**src/rtl/cr_kme_pkg.sv**
```systemverilog
// rtl/cr_kme_pkg.sv - shared helpers for KME FIFO blocks
package cr_kme_pkg;

  function automatic int cr_kme_cnt_w(input int depth);
    return $clog2(depth + 1);
  endfunction

endpackage

```
**src/rtl/cr_kme_fifo_ram.sv**
```systemverilog
// rtl/cr_kme_fifo_ram.sv - 1W1R storage, registered write, async read
module cr_kme_fifo_ram #(
  parameter int DATA_SIZE  = 64,
  parameter int FIFO_DEPTH = 16,
  parameter int AW         = 4
) (
  input  logic                 clk,
  input  logic                 i_we,
  input  logic [AW-1:0]        i_waddr,
  input  logic [DATA_SIZE-1:0] i_wdata,
  input  logic [AW-1:0]        i_raddr,
  output logic [DATA_SIZE-1:0] o_rdata
);

  logic [DATA_SIZE-1:0] r_mem [FIFO_DEPTH];

  always_ff @(posedge clk) begin
    if (i_we) r_mem[i_waddr] <= i_wdata;
  end

  assign o_rdata = r_mem[i_raddr];

endmodule

```
**src/rtl/cr_kme_fifo_v2.sv**
```systemverilog
// rtl/cr_kme_fifo_v2.sv - parametrised KME sync FIFO with optional output register
module cr_kme_fifo_v2
  import cr_kme_pkg::*;
#(
  parameter int DATA_SIZE   = 64,
  parameter int FIFO_DEPTH  = 16,
  parameter int STALL_AT    = 0,
  parameter int OVERRIDE_EN = 1,
  parameter int OUT_REG     = 0,
  parameter int STICKY_ERR  = 0,
  parameter int CW          = cr_kme_cnt_w(FIFO_DEPTH)
) (
  input  logic                 clk,
  input  logic                 rst_n,
  input  logic                 clear,
  input  logic [DATA_SIZE-1:0] fifo_in,
  input  logic                 fifo_in_valid,
  output logic                 fifo_in_stall,
  input  logic                 fifo_in_stall_override,
  output logic [DATA_SIZE-1:0] fifo_out,
  output logic                 fifo_out_valid,
  input  logic                 fifo_out_ack,
  output logic                 fifo_overflow,
  output logic                 fifo_underflow,
  output logic [CW-1:0]        used_slots,
  output logic [CW-1:0]        free_slots,
  output logic [CW-1:0]        high_water
);

  localparam int            AW       = $clog2(FIFO_DEPTH);
  localparam logic [CW-1:0] DEPTH_C  = CW'(FIFO_DEPTH);
  localparam logic [AW-1:0] LAST_PTR = AW'(FIFO_DEPTH - 1);
  localparam logic          STICKY_B = (STICKY_ERR != 0);
  localparam logic          OVR_B    = (OVERRIDE_EN != 0);

  if (FIFO_DEPTH < 2 || STALL_AT >= FIFO_DEPTH) begin : g_bad_cfg
    $error("cr_kme_fifo_v2: FIFO_DEPTH must be >=2 and STALL_AT < FIFO_DEPTH");
  end

  logic [AW-1:0]        r_wptr, r_rptr;
  logic [CW-1:0]        r_used, r_hw, w_used_nxt;
  logic                 r_valid, r_ovf, r_unf;
  logic                 w_rst, w_ren, w_full, w_wen, w_ovf_ev, w_unf_ev;
  logic                 w_ram_we, w_ram_re;
  logic [DATA_SIZE-1:0] w_ram_rdata;

  assign w_rst    = ~rst_n | clear;
  assign w_ren    = r_valid & fifo_out_ack;
  assign w_full   = (r_used == DEPTH_C);
  assign w_wen    = fifo_in_valid & (~w_full | w_ren);
  assign w_ovf_ev = fifo_in_valid & w_full & ~w_ren;
  assign w_unf_ev = fifo_out_ack & ~r_valid;

  always_comb begin
    w_used_nxt = r_used;
    if (w_wen & ~w_ren)      w_used_nxt = r_used + CW'(1);
    else if (w_ren & ~w_wen) w_used_nxt = r_used - CW'(1);
  end

  // With the output flop, the head lives in the flop and RAM holds only the rest.
  if (OUT_REG != 0) begin : g_oreg
    logic [DATA_SIZE-1:0] r_out;
    assign w_ram_we = w_wen & (r_used != '0) & ~(w_ren & (r_used == CW'(1)));
    assign w_ram_re = w_ren & (r_used > CW'(1));
    always_ff @(posedge clk) begin
      if (w_rst)                    r_out <= '0;
      else if (w_ram_re)            r_out <= w_ram_rdata;
      else if (w_wen & ~w_ram_we)   r_out <= fifo_in;
    end
    assign fifo_out = r_out;
  end else begin : g_comb
    assign w_ram_we = w_wen;
    assign w_ram_re = w_ren;
    assign fifo_out = w_ram_rdata;
  end

  always_ff @(posedge clk) begin
    if (w_rst) begin
      r_wptr  <= '0;
      r_rptr  <= '0;
      r_used  <= '0;
      r_hw    <= '0;
      r_valid <= 1'b0;
      r_ovf   <= 1'b0;
      r_unf   <= 1'b0;
    end else begin
      if (w_ram_we) r_wptr <= (r_wptr == LAST_PTR) ? '0 : r_wptr + AW'(1);
      if (w_ram_re) r_rptr <= (r_rptr == LAST_PTR) ? '0 : r_rptr + AW'(1);
      r_used  <= w_used_nxt;
      r_valid <= (w_used_nxt != '0);
      if (w_used_nxt > r_hw) r_hw <= w_used_nxt;
      r_ovf   <= w_ovf_ev | (r_ovf & STICKY_B);
      r_unf   <= w_unf_ev | (r_unf & STICKY_B);
    end
  end

  cr_kme_fifo_ram #(
    .DATA_SIZE  (DATA_SIZE),
    .FIFO_DEPTH (FIFO_DEPTH),
    .AW         (AW)
  ) u_ram (
    .clk     (clk),
    .i_we    (w_ram_we & ~w_rst),
    .i_waddr (r_wptr),
    .i_wdata (fifo_in),
    .i_raddr (r_rptr),
    .o_rdata (w_ram_rdata)
  );

  assign used_slots     = r_used;
  assign free_slots     = DEPTH_C - r_used;
  assign high_water     = r_hw;
  assign fifo_out_valid = r_valid;
  assign fifo_overflow  = r_ovf;
  assign fifo_underflow = r_unf;
  assign fifo_in_stall  = (free_slots <= CW'(STALL_AT)) | (OVR_B & fifo_in_stall_override);

endmodule

```
**config.mk**
```make
export PLATFORM = sky130hd
export DESIGN_NAME = cr_kme_fifo_v2
export DESIGN_NICKNAME = d
export VERILOG_FILES = /design/src/rtl/cr_kme_pkg.sv /design/src/rtl/cr_kme_fifo_ram.sv /design/src/rtl/cr_kme_fifo_v2.sv
export SDC_FILE = /design/constraint.sdc
export NUM_CORES = 1
export LEC_CHECK = 0
export CAP_MARGIN = 25
export CORE_MARGIN = 10
export CORE_UTILIZATION = 35
export CTS_CLUSTER_DIAMETER = 40
export DETAILED_ROUTE_END_ITERATION = 10
export GPL_TIMING_DRIVEN = 0
export PLACE_DENSITY_LB_ADDON = 0.1
export REMOVE_ABC_BUFFERS = 1
export SLEW_MARGIN = 20
export SYNTH_ARGS = -nofsm -noshare
export SYNTH_HDL_FRONTEND = slang
export SYNTH_HIERARCHICAL = 1
export SYNTH_SLANG_ARGS = --single-unit
```
**constraint.sdc**
```tcl
create_clock -name clk -period 23.3 [get_ports clk]
set_clock_uncertainty 0.1 [all_clocks]
set_input_delay 5.825 -clock clk [delete_from_list [all_inputs] [get_ports clk]]
set_output_delay 5.825 -clock clk [all_outputs]
set_load 0.05 [all_outputs]
```
==> results of run 1 <==
-- routing by layer --
layer | global-route usage, % | part of all wire [%] | vias up
li1 | - | - | 8178
met1 | 21.49 | 43 | 10360
met2 | 25.71 | 49 | 548
met3 | 3.693 | 6.0 | 165
met4 | 4.533 | 2.0 | 12
met5 | 0 | 0.084 | -
-- layout by cell type (no fill, tap or decap), types with 19 or more instances in the layout --
cell type,n
buf_12,34
clkinv_1,23
mux4_2,256
buf_16,54
bufinv_16,24
clkinvlp_4,22
nand2_1,81
clkbuf_16,162
dfxtp_1,19
a22oi_1,128
buf_4,39
edfxtp_1,1024
clkdlybuf4s50_1,152
-- critical path, cell delays in order --
cell             delay (ns)
clkdlybuf4s50_1        0.45
inv_1                  0.04
o31ai_1                0.05
clkdlybuf4s50_1        0.85
-- through the flow --
stage	utilization, %	setup TNS (ns)	cells
after floorplan	-	0	1641
after global placement	37.78	-80.83	3293
after detailed placement	40.22	0	3432
after CTS	45.06	0	3719
after global routing	45.06	0	3719
final	45.07	0	3722
-- flip-flops by register name, indices dropped and copies added (netlist names) --
name            flops
r_wptr              4
high_water          5
fifo_underflow      1
fifo_overflow       1
r_rptr              4
fifo_out_valid      1
u_ram/r_mem      1024
used_slots          5
-- cell families (layout without fill, tap and decap cells) --
logic type	count (synthesis)	after routing	synth area share [%]
flops	1045	1045	78.81
mux	261	261	14.70
compound gates	155	155	2.866
simple gates	148	148	1.708
buf+inv	104	591	1.383
fa+ha+maj	11	11	0.3480
xor+xnor	8	8	0.1772
other cells	0	3	0
-- worst max-delay path by stage --
stage | startpoint | end | slack, ns | depth (start not counted)
floorplan | r_rptr[0]$_SDFFE_PP0N_ | fifo_out[0] | 5.45 | 3
global placement | r_rptr[0]$_SDFFE_PP0N_ | fifo_out[19] | -1.55 | 4
detailed placement | fifo_in_stall_override | fifo_in_stall | 10.17 | 4
CTS | fifo_in_stall_override | fifo_in_stall | 10.15 | 4
global route | fifo_in_stall_override | fifo_in_stall | 10.09 | 4
finish | fifo_in_stall_override | fifo_in_stall | 10.16 | 4
-- where the power goes --
group	total [W]	internal [W]	switching (W)
sequential	0.00207	0.00207	0.00000275
combinational	0.000122	0.0000473	0.0000752
clock	0.00239	0.00154	0.000851
-- area by class of cell --
cell class                      count  area, um2  share of cell area [%]
Clock inverter                    115       1348                   2.661
Sequential cell                  1045      31180                   61.57
Tap cell                         1500       1877                   3.707
Inverter                           13      48.80                 0.09637
Multi-Input combinational cell    583       7968                   15.74
Timing Repair Buffer              291       4116                   8.130
Clock buffer                      172       4091                   8.080
Antenna cell                        3      7.507                 0.01483
==> results.toml, run 1 <==
[routing]
drt-initial-drc-count = 1541
antenna_left = 0
dr.pass1.iters = 5
viasPerCell = 5.176
via_count = 19270
drc_errors = 0
wl_per_cell_um = 27.00
routed_wl_mm = 100.5

[clocking]
clk_latency_ns = 0.72
cts_max_path_buffers = 3
cts_setup_buffers = 0
tritoncts = "built"
cts_htree_levels = 4
cts_root_buf = "clkbuf_16"
postCtsHoldBufs = 0
cts_made_buffers = 156
cts_sinks = 1045
clkTransAtPathRegs_ns = 0.05
post_cts_resized = 0

[yosys]
synth_edf_count = 1024
synth_seq_cells = 1045
netlist_area_mm2 = 0.03955
yosysTopAreaCellShare_pct = 77.75
synth_warnings = 6
synth-seq-area-share_pct = 78.81
synth.top_cells.by_count = "edfxtp_1 (1024), mux4_2 (256), a22oi_1 (128)"
synth_cell_type_count = 43
async_flop_share_pct = 0
yosysMostFrequentCell = "edfxtp_1"
syn_inst = 1732
synthTopCellsByArea = "edfxtp_1 (78%), mux4_2 (15%), a22oi_1 (2.4%)"
yosysTopAreaCell = "edfxtp_1"
synth_top_flop_cell = "edfxtp_1"
syn_avg_cell_area_um2 = 22.83

[die]
initial_core_util_pct = 35.20
rows = 123
die-area_mm2 = 0.1268
ioPinCount = 153
core_mm2 = 0.1123
die_w_um = 356.2
die_height_um = 356.2

[global_routing]
grt_max_degree = 43
grtUsageTotal_pct = 15.93
antenna_found_initial = 9
grt_overflow_total = 0
grt_pass1_vias = 20790
grt_pass1_wl_mm = 146.0

[min_path]
hp-class = "register to register"
hold_depth = 2
min_to = "high_water[3]$_SDFFE_PP0N_"
hp-start = "high_water[3]$_SDFFE_PP0N_"

[critical_path]
path_class = "primary input to primary output"
startpoint_type = "primary input"
cp.arrival_ns = 7.21
reg2regPathDepth = 15
r2r-end = "u_ram/r_mem[4][20]$_DFFE_PP_"
path_max_fanout = 1
rr_startpoint = "used_slots[0]$_SDFF_PP0_"
setup.worst_path.end_class = "primary output"
required_ns = 17.38
regToRegSetupSlack_ns = 19.17

[final_layout]
drive_gt1_share_pct = 30.64
fillers = 9482
fin_area_mm2 = 0.05063
num-nets-final = 2171
area_delta_synth_final_pct = 28.03

[placement]
io_buffers = 152
place_worst_setup_slack_ns = 10.17
hpwl_mm = 64.67
place.gp.congestion = 0.6591
dpl_cell_area_mm2 = 0.04519

[timing]
max_freq_mhz = 76.11
setup_slack_ns = 10.16
min_period_over_period_pct = 56.39
finalHoldViolations = 0
drv_slew = 0
setup-violations-final = 0
whs_ns = 0.4275
fin_crit_ns = 13.14
slew_headroom_pct = 41.28
tightestPinTransition_ns = 0.8808
rsz0062_at_grt = "no"

[job]
drv_cap = 0

[power]
peakVddDrop_mv = 0.06122
power_w = 0.004588
p_leak_nw = 15.82
power_density_mw_per_mm2 = 90.61

[status]
status = "complete, no violations"
Power figures use the tool's default switching activity.
==> run 2: changes to the inputs <==
- clock period: 23.3 -> 10.9 ns (I/O delays scaled with it)
==> results of run 2 <==
Same layout as run 1 (identical final DEF). Status: complete, no violations.
Among the figures that moved: setup slack after placement 10.17 ns -> 3.968 ns; setup slack after layout 10.16 ns -> 3.960 ns; register-to-register setup slack 19.17 ns -> 6.77 ns; total power 0.004588 W -> 0.009807 W; worst IR drop on VDD 0.06122 mV -> 0.1309 mV
==> run 3: changes to the inputs <==
- clock period: 10.9 -> 7.3 ns (I/O delays scaled with it)
==> results of run 3 <==
Same layout as run 1 (identical final DEF). Status: complete, no violations.
Among the figures that moved: setup slack after placement 10.17 ns -> 1.637 ns; setup slack after layout 10.16 ns -> 1.387 ns; start point of the critical path fifo_in_stall_override -> r_rptr[0]$_SDFFE_PP0N_; end point of the critical path fifo_in_stall -> fifo_out[39]; register-to-register setup slack 19.17 ns -> 3.17 ns; total power 0.004588 W -> 0.01464 W; worst IR drop on VDD 0.06122 mV -> 0.1954 mV
